**src/rtl/clock_ce_pkg.sv**
```systemverilog
// Shared definitions for the clock-enable generator.
//   - lock_state_e : lock qualification states (wait for lock, count stable, run)
//   - default accumulator width and lock qualification length
//   - named (inc, modulus) rate pairs for a 48 MHz master clock
//   - cnt_width()  : counter width helper that never returns zero
package clock_ce_pkg;

  typedef enum logic [1:0] {
    StWait   = 2'd0,
    StStable = 2'd1,
    StRun    = 2'd2
  } lock_state_e;

  localparam int unsigned ACC_W_DEFAULT       = 16;
  localparam int unsigned LOCK_CYCLES_DEFAULT = 1024;

  // Rate pairs for a 48 MHz master: f_ce = 48 MHz * inc / modulus.
  localparam int unsigned CE_4M_INC = 1;
  localparam int unsigned CE_4M_MOD = 12;
  localparam int unsigned CE_6M_INC = 1;
  localparam int unsigned CE_6M_MOD = 8;
  localparam int unsigned CE_8M_INC = 1;
  localparam int unsigned CE_8M_MOD = 6;
  // 44.1 kHz needs a modulus of 160000, so ACC_W must be at least 18.
  localparam int unsigned CE_AUDIO_44K1_INC = 147;
  localparam int unsigned CE_AUDIO_44K1_MOD = 160000;

  function automatic int unsigned cnt_width(input int unsigned n);
    return (n > 1) ? $clog2(n) : 1;
  endfunction

endpackage

```
**src/rtl/ce_accum.sv**
```systemverilog
// Single-channel fractional clock-enable generator.
// A phase accumulator adds inc each step and wraps at modulus, emitting a one-cycle ce
// pulse on every wrap. The rate registers load at run entry and afterwards only on a wrap,
// so a rate change never truncates or stretches the period in progress.
// Ports:
//   clock, reset : master clock, asynchronous active-high reset
//   load         : run entry; latch inc/modulus from the ports
//   step         : advance the accumulator this cycle
//   clear        : leaving run; zero accumulator and ce
//   inc, modulus : requested rate (ce rate = f_clock * inc / modulus)
//   ce           : registered clock-enable pulse
module ce_accum
  import clock_ce_pkg::*;
#(
  parameter int unsigned ACC_W = ACC_W_DEFAULT
) (
  input  logic             clock,
  input  logic             reset,
  input  logic             load,
  input  logic             step,
  input  logic             clear,
  input  logic [ACC_W-1:0] inc,
  input  logic [ACC_W-1:0] modulus,
  output logic             ce
);

  logic [ACC_W-1:0] inc_q, mod_q, acc_q;
  logic             ce_q;
  logic [ACC_W-1:0] eff_inc;
  logic [ACC_W:0]   sum;
  logic             wrap;
  logic [ACC_W-1:0] acc_wrapped;

  // Illegal settings (inc > modulus, or modulus == 0) behave as inc == modulus: ce every
  // cycle with the accumulator holding its value.
  always_comb begin
    eff_inc = inc_q;
    if ((mod_q == '0) || (inc_q > mod_q)) begin
      eff_inc = mod_q;
    end
  end

  // One extra bit so a modulus of 2^ACC_W-1 cannot overflow the sum.
  assign sum         = {1'b0, acc_q} + {1'b0, eff_inc};
  assign wrap        = (sum >= {1'b0, mod_q});
  // True difference is below 2^ACC_W, so the low bits are exact.
  assign acc_wrapped = sum[ACC_W-1:0] - mod_q;

  always_ff @(posedge clock or posedge reset) begin
    if (reset) begin
      inc_q <= '0;
      mod_q <= '0;
      acc_q <= '0;
      ce_q  <= 1'b0;
    end else begin
      if (clear) begin
        acc_q <= '0;
        ce_q  <= 1'b0;
      end else if (step) begin
        ce_q  <= wrap;
        acc_q <= wrap ? acc_wrapped : sum[ACC_W-1:0];
        if (wrap) begin
          inc_q <= inc;
          mod_q <= modulus;
        end
      end else begin
        ce_q <= 1'b0;
      end
      if (load) begin
        inc_q <= inc;
        mod_q <= modulus;
      end
    end
  end

  assign ce = ce_q;

endmodule

```
**src/rtl/clock_ce_gen.sv**
```systemverilog
// Clock-enable generator on the synthesised master clock.
// Synchronises the synthesiser lock flag, requires it to stay high for LOCK_CYCLES
// before starting, then runs CHANNELS independent fractional-rate enable generators and
// releases the downstream reset. Losing lock stops all enables and re-asserts rst_out.
// Ports:
//   clock   : master clock
//   reset   : asynchronous active-high reset
//   locked  : synthesiser lock status, asynchronous to clock
//   inc     : per-channel increment, channel k at [k*ACC_W +: ACC_W]
//   modulus : per-channel modulus, same packing
//   ce      : one-cycle clock-enable pulse per channel
//   running : high while the enables are active
//   rst_out : synchronous active-high reset for downstream logic
module clock_ce_gen
  import clock_ce_pkg::*;
#(
  parameter int unsigned CHANNELS    = 4,
  parameter int unsigned ACC_W       = ACC_W_DEFAULT,
  parameter int unsigned LOCK_CYCLES = LOCK_CYCLES_DEFAULT
) (
  input  logic                      clock,
  input  logic                      reset,
  input  logic                      locked,
  input  logic [CHANNELS*ACC_W-1:0] inc,
  input  logic [CHANNELS*ACC_W-1:0] modulus,
  output logic [CHANNELS-1:0]       ce,
  output logic                      running,
  output logic                      rst_out
);

  localparam int unsigned      CNT_W    = cnt_width(LOCK_CYCLES);
  localparam logic [CNT_W-1:0] CNT_LAST = CNT_W'(LOCK_CYCLES - 1);

  logic        lk_meta_q, lk_s_q;
  lock_state_e state_q;
  logic [CNT_W-1:0] cnt_q;
  logic        running_q, rst_out_q;
  logic        acc_load, acc_step, acc_clear;

  always_ff @(posedge clock or posedge reset) begin
    if (reset) begin
      lk_meta_q <= 1'b0;
      lk_s_q    <= 1'b0;
    end else begin
      lk_meta_q <= locked;
      lk_s_q    <= lk_meta_q;
    end
  end

  always_ff @(posedge clock or posedge reset) begin
    if (reset) begin
      state_q   <= StWait;
      cnt_q     <= '0;
      running_q <= 1'b0;
      rst_out_q <= 1'b1;
    end else begin
      unique case (state_q)
        StWait: begin
          cnt_q <= '0;
          if (lk_s_q) begin
            state_q <= StStable;
          end
        end
        StStable: begin
          if (!lk_s_q) begin
            state_q <= StWait;
            cnt_q   <= '0;
          end else if (cnt_q == CNT_LAST) begin
            state_q   <= StRun;
            running_q <= 1'b1;
            rst_out_q <= 1'b0;
          end else begin
            cnt_q <= cnt_q + 1'b1;
          end
        end
        StRun: begin
          if (!lk_s_q) begin
            state_q   <= StWait;
            cnt_q     <= '0;
            running_q <= 1'b0;
            rst_out_q <= 1'b1;
          end
        end
        default: begin
          state_q   <= StWait;
          cnt_q     <= '0;
          running_q <= 1'b0;
          rst_out_q <= 1'b1;
        end
      endcase
    end
  end

  // Rate registers load on the same edge that enters run, so they are valid for the
  // first accumulation.
  assign acc_load  = (state_q == StStable) && lk_s_q && (cnt_q == CNT_LAST);
  assign acc_step  = (state_q == StRun) && lk_s_q;
  assign acc_clear = (state_q == StRun) && !lk_s_q;

  for (genvar k = 0; k < CHANNELS; k++) begin : g_chan
    ce_accum #(
      .ACC_W(ACC_W)
    ) u_accum (
      .clock  (clock),
      .reset  (reset),
      .load   (acc_load),
      .step   (acc_step),
      .clear  (acc_clear),
      .inc    (inc[k*ACC_W +: ACC_W]),
      .modulus(modulus[k*ACC_W +: ACC_W]),
      .ce     (ce[k])
    );
  end

  assign running = running_q;
  assign rst_out = rst_out_q;

endmodule

```
**config.mk**
```make
export PLATFORM = sky130hd
export DESIGN_NAME = clock_ce_gen
export DESIGN_NICKNAME = d
export VERILOG_FILES = /design/src/rtl/clock_ce_pkg.sv /design/src/rtl/ce_accum.sv /design/src/rtl/clock_ce_gen.sv
export SDC_FILE = /design/constraint.sdc
export NUM_CORES = 1
export LEC_CHECK = 0
export BUFFER_PORTS_ARGS = -buffer_cell sky130_fd_sc_hd__buf_4
export CAP_MARGIN = 15
export CORE_ASPECT_RATIO = 1.4
export CORE_MARGIN = 5
export CORE_UTILIZATION = 60
export CTS_CLUSTER_DIAMETER = 50
export DETAILED_ROUTE_END_ITERATION = 10
export HOLD_SLACK_MARGIN = 0.15
export PLACE_DENSITY = 0.86
export SETUP_SLACK_MARGIN = 0.15
export SLEW_MARGIN = 20
export SYNTH_ARGS = -nofsm -noshare
export SYNTH_HDL_FRONTEND = slang
export SYNTH_SLANG_ARGS = --single-unit
export TNS_END_PERCENT = 10
```
**constraint.sdc**
```tcl
create_clock -name clock -period 24 [get_ports clock]
set_input_delay 6 -clock clock [delete_from_list [all_inputs] [get_ports clock]]
set_output_delay 6 -clock clock [all_outputs]
set_load 0.05 [all_outputs]
```
==> run_results.csv, run 1 <==
group,metric,value,unit
finish,final_cell_mix,"dfrtp_1 (211), ha_1 (195), nand2_1 (168), buf_4 (145), o21ai_0 (132)",
cts,clk_latency,0.55,ns
worst_setup_path,crit_top_cell,"a21oi_1",
worst_setup_path,cp_slowest_cell,"o21ai_2",
finish,nNetsFinal,2218,
worst_setup_path,start_kind,"flop",
cts,cts_setup_buffers,0,
status,status,"finished clean",
sta,period_share,33.47,%
placement,port_buffers,136,
synth,synth_nets,2093,
pwr,peakVddDrop,0.05496,mV
cts,ctsResizeCount,0,
cts,clkTransAtPathRegs,0.06,ns
floorplan,initial_core_util,60.33,%
floorplan,ioPinCount,137,
synth,ys_seq_area_share,32.12,%
sta,fmax,0.1245,GHz
worst_setup_path,crit_fanout,32,
worst_setup_path,path_class,"flop to flop",
routing,wl_per_cell,17.94,µm
min_path,hp-class,"flop to flop",
global_routing,grt_pass1_wl,66690,µm
cts,cts_tree,"built",
routing,drtIter0Drc,758,
sta,report.final.setup_viol,0,
synth,synth.avg_cell_area,9.392,µm²
finish,layout-drive-gt1-share,17.18,%
cts,clock_sinks,212,
finish,stdcell_area,18790,µm²
synth,synth_seq_cells,212,
floorplan,fp-row-count,72,
sta,skew,0.02350,ns
floorplan,die_area,31000,µm²
global_routing,antenna_found_initial,0,
sta,tns,0,ns
global_routing,first_global_vias,14190,
floorplan,die_x,150.2,µm
sta,slew_headroom,28.12,%
cts,cts_buffers,26,
finish,instances_no_fill,2273,
routing,drt-total-wl,40780,µm
sta,fin_crit,8.033,ns
global_routing,grt_max_degree,146,
synth,syn_inst,1759,
finish,final_common_cell,"dfrtp_1",
cts,hold_buffers,0,
finish,syn_to_final_growth,13.74,%
worst_setup_path,worstPathRequired,24.42,ns
placement,dp.cells,2225,
sta,drv_slew,0,
sta,rsz0062_at_grt,"no",
routing,ant_nets,0,
pwr,finalPower,0.8703,mW
synth,synth_flop_cell,"dfrtp_1",
routing,viasPerCell,6.055,
synth,synth_edf_count,0,
job,drv_cap,0,
cts,cts_root_buffer,"clkbuf_16",
placement,dpl_cell_area,17870,µm²
floorplan,die_y,206.3,µm
worst_setup_path,critPathArrivalTime,8.45,ns
routing,route.detailed.drc,0,
floorplan,core-area,27390,µm²
global_routing,track_usage,26.07,%
global_routing,grt-ovfl-total,0,
routing,vias,13760,
cts,cts_max_path_buffers,3,
worst_setup_path,max_stage_delay,0.84,ns
sta,tightest_slew,1.078,ns
finish,diodes,0,
finish,nFillCells,2114,
cts,cts.htree.levels,1,
placement,hpwlAfterDp,30770,µm
synth,ys_async_sr_fraction,100.0,%
placement,routabilityCongestion,0.9327,
routing,firstDrtPassIters,5,
synth,yosysUniqueCellTypes,74,
sta,finalHoldViolations,0,
pwr,pwr_density_cell,46.31,nW/µm²
pwr,p_leak,9.550,nW
synth,mappedNetlistArea,16520,µm²
worst_setup_path,endpoint_kind,"flop",
synth,ys_warn_count,0,
[power by group]
| part | switching (mW) | total [mW] | internal [mW] |
|---|---|---|---|
| sequential | 0.00331 | 0.364 | 0.361 |
| combinational | 0.0508 | 0.0974 | 0.0465 |
| clock | 0.165 | 0.409 | 0.243 |
| total | 0.220 | 0.870 | 0.651 |
[path summary, 6_finish.rpt]
check	start	to	slack, ns	depth (start not counted)
min	lk_meta_q	lk_s_q	0.39	0
min reg2reg	lk_meta_q	lk_s_q	0.39	0
min in group asynchronous	reset	g_chan[0].u_accum.acc_q[1]	5.58	2
max	g_chan[3].u_accum.mod_q[1]	g_chan[3].u_accum.mod_q[15]	15.97	29
max in group asynchronous	reset	g_chan[1].u_accum.acc_q[13]	17.03	3
max reg2reg	g_chan[3].u_accum.mod_q[1]	g_chan[3].u_accum.mod_q[15]	15.97	29
[metrics by stage]
step	hold slack (ns)	utilization, %	worst slack [ns]
global route	0.4122	68.61	15.29
global placement	0.3815	65.24	16.21
CTS	0.4028	68.49	15.85
floorplan	0.3312	-	12.21
finish	0.3933	68.61	15.97
detailed placement	0.3905	65.24	15.88
[cell type report]
class / count / area, µm² / share of cell area (%)
Sequential cell: 212 / 5306 / 28.24
Tap cell: 370 / 462.9 / 2.464
Multi-Input combinational cell: 1386 / 10580 / 56.32
Timing Repair Buffer: 146 / 1116 / 5.940
Inverter: 112 / 432.9 / 2.304
Clock buffer: 32 / 704.4 / 3.749
Clock inverter: 15 / 185.2 / 0.9855
[critical path: cells and delay by family (launching register included)]
family          cells  cell delay, ns
flops               1            0.47
xor+xnor            1            0.22
buf+inv             3            0.53
mux                 2            0.67
compound gates     11            2.92
fa+ha+maj           4            1.26
simple gates        8            1.82
[cells in the mapped netlist (28+ instances only)]
master   count  area (µm²)
xor2_1      37       324.1
nand2_1    169       634.4
o21ai_0    132       660.6
ha_1       195        2440
inv_1      112       420.4
o21a_1      28       210.2
a21oi_1    105       525.5
nor2b_1     32       200.2
a21o_1      43       322.8
nor2_1      85       319.1
nand4_1     29       181.4
mux2i_1     78       780.8
mux2_2     113        1272
dfrtp_1    211        5280
xnor2_1     63       551.8
[flip-flops by register name, summed over array words and instances, names as in the netlist]
register and cells:
lk_meta_q 1, g_chan.u_accum.ce 4, state_q 2, g_chan.u_accum.acc_q 64, g_chan.u_accum.mod_q 64, running 1, lk_s_q 1, cnt_q 10
rst_out 1, g_chan.u_accum.inc_q 64
[layer usage]
layer,GRT usage (%),part of all wire [%],up-vias
met3,3.224,4.3,129
met4,12.16,4.4,0
li1,-,-,6614
met1,29.62,39,6658
met2,48.16,52,361
met5,0,0,-
[logic make-up (layout without fill, tap and decap cells)]
| family | Yosys count | after routing | synth area share (%) |
|---|---|---|---|
| AOI/OAI and AO/OA | 439 | 439 | 16.74 |
| xor gates and xnor gates | 100 | 100 | 5.301 |
| adders and majority gates | 203 | 203 | 15.74 |
| buffers and inverters | 161 | 305 | 3.969 |
| DFF | 212 | 212 | 32.12 |
| muxes | 208 | 208 | 13.59 |
| and+or+nand+nor | 436 | 436 | 12.55 |
Power figures use the tool's default switching activity.
==> inputs of run 2 (changes only) <==
==> constraint.sdc (replaced) <==
create_clock -name clock -period 8.05 [get_ports clock]
set_input_delay 2.0125 -clock clock [delete_from_list [all_inputs] [get_ports clock]]
set_output_delay 2.0125 -clock clock [all_outputs]
set_load 0.05 [all_outputs]
==> run_results.csv, run 2 (same netlist as run 1, synthesis figures left out) <==
group,metric,value,unit
routing,drt-total-wl,41450,µm
cts,clock_sinks,212,
sta,tightest_slew,1.037,ns
global_routing,track_usage,26.59,%
floorplan,die_x,150.2,µm
global_routing,grt-ovfl-total,0,
floorplan,ioPinCount,137,
finish,syn_to_final_growth,13.50,%
placement,dp.cells,2232,
status,status,"finished clean",
cts,clk_latency,0.54,ns
cts,cts_setup_buffers,0,
job,drv_cap,0,
cts,cts_buffers,25,
floorplan,die_area,31000,µm²
worst_setup_path,max_stage_delay,0.49,ns
placement,routabilityCongestion,0.9413,
finish,top_regs,"g_chan.u_accum.acc_q: 64 flops, g_chan.u_accum.inc_q: 64 flops, g_chan.u_accum.mod_q: 64 flops",
routing,ant_nets,0,
global_routing,grt_max_degree,141,
global_routing,first_global_vias,14420,
routing,wl_per_cell,18.23,µm
sta,slew_headroom,30.70,%
finish,instances_no_fill,2274,
finish,stdcell_area,18750,µm²
cts,ctsResizeCount,0,
finish,nFillCells,2115,
worst_setup_path,worstPathRequired,8.46,ns
cts,cts_tree,"built",
worst_setup_path,critPathArrivalTime,7.75,ns
pwr,clkPwrFrac,46.0,%
finish,layout-drive-gt1-share,17.28,%
cts,cts_max_path_buffers,3,
sta,drv_slew,0,
placement,port_buffers,136,
cts,clkTransAtPathRegs,0.06,ns
cts,cts_root_buffer,"clkbuf_16",
worst_setup_path,crit_fanout,32,
finish,final_common_cell,"dfrtp_1",
pwr,finalPower,2.548,mW
pwr,peakVddDrop,0.1563,mV
floorplan,fp-row-count,72,
worst_setup_path,cp_slowest_cell,"o21a_1",
worst_setup_path,start_kind,"flop",
finish,final_cell_mix,"dfrtp_1 (211), ha_1 (195), nand2_1 (168), buf_4 (152), o21ai_0 (132)",
sta,tns,0,ns
routing,viasPerCell,6.078,
routing,vias,13820,
pwr,p_sw,0.6318,mW
min_path,hp-class,"flop to flop",
finish,nNetsFinal,2223,
global_routing,grt_pass1_wl,67770,µm
sta,fmax,0.1364,GHz
floorplan,initial_core_util,60.33,%
placement,dpl_cell_area,17910,µm²
placement,hpwlAfterDp,31000,µm
pwr,p_leak,9.547,nW
sta,finalHoldViolations,0,
cts,cts.htree.levels,1,
sta,skew,0.01662,ns
sta,rsz0062_at_grt,"no",
routing,route.detailed.drc,0,
sta,report.final.setup_viol,0,
sta,period_share,91.10,%
pwr,power_frac_seq,42.6,%
worst_setup_path,path_class,"flop to flop",
floorplan,die_y,206.3,µm
pwr,p_sw_share,24.79,%
pwr,p_comb_share,11.4,%
sta,fin_crit,7.334,ns
worst_setup_path,endpoint_kind,"flop",
cts,hold_buffers,0,
routing,drtIter0Drc,773,
pwr,p_int,1.916,mW
routing,firstDrtPassIters,5,
finish,diodes,0,
pwr,pwr_density_cell,135.9,nW/µm²
global_routing,antenna_found_initial,0,
floorplan,core-area,27390,µm²
[run 2: cell types whose count changed in the layout (fill, tap and decap cells not counted), moves of 2 or more]
cell / change
clkinv_8: -2
clkbuf_8: +3
clkbuf_16: -2
clkbuf_1: -2
buf_4: +7
[run 2: worst paths after layout]
check                      slack [ns]                           to  depth (start not counted)                        from
setup / recovery                 0.72  g_chan[1].u_accum.inc_q[12]                         29  g_chan[1].u_accum.mod_q[9]
hold / removal                   0.41                       lk_s_q                          0                   lk_meta_q
setup reg to reg                 0.72  g_chan[1].u_accum.inc_q[12]                         29  g_chan[1].u_accum.mod_q[9]
hold reg to reg                  0.41                       lk_s_q                          0                   lk_meta_q
max in group asynchronous        4.77   g_chan[3].u_accum.acc_q[7]                          3                       reset
min in group asynchronous        1.66         g_chan[1].u_accum.ce                          2                       reset
[run 2: power groups by stage]
stage	logic (mW)	registers (mW)	clock network, mW
6_report	0.291	1.08	1.17
5_1_grt	0.322	1.08	1.24
4_1_cts	0.291	1.08	1.20
3_5_place_dp	0.289	1.10	0
3_3_place_gp	0.281	1.10	0
2_1_floorplan	0.192	1.10	0
[run 2: per-layer routing]
layer,part of all wire (%),routed length (µm),GRT usage (%)
met4,5.7,2358,15.57
met3,4.0,1656,2.939
met2,52,21380,48.06
met1,39,16060,30.01
met5,0,0,0
[run 2: cell type report]
| type | instances | area (µm²) | area share (%) |
|---|---|---|---|
| clock buffer | 31 | 688.2 | 3.670 |
| inverter | 112 | 427.9 | 2.282 |
| clock inverter | 11 | 146.4 | 0.7807 |
| tap | 370 | 462.9 | 2.469 |
| timing repair buffer | 152 | 1141 | 6.086 |
| sequential | 212 | 5306 | 28.30 |
| multi-input combinational | 1386 | 10580 | 56.41 |
[run 2: critical path: cells and delay by family, from the launching register on]
kind                       cells  cell delay, ns
and+or+nand+nor                4            0.90
AOI/OAI and AO/OA             16            3.48
DFF                            1            0.39
adders and majority gates      4            1.32
xor gates and xnor gates       1            0.15
buffers and inverters          3            0.55
muxes                          1            0.39
[run 2: stage by stage]
stage / setup WS [ns] / util [%] / hold slack, ns
floorplan: 0.2449 / - / 0.3312
global placement: 1.075 / 65.41 / 0.3865
detailed placement: 0.7865 / 65.41 / 0.3974
CTS: 0.7402 / 68.46 / 0.3985
global route: 0.2044 / 68.47 / 0.4069
finish: 0.7163 / 68.47 / 0.4111
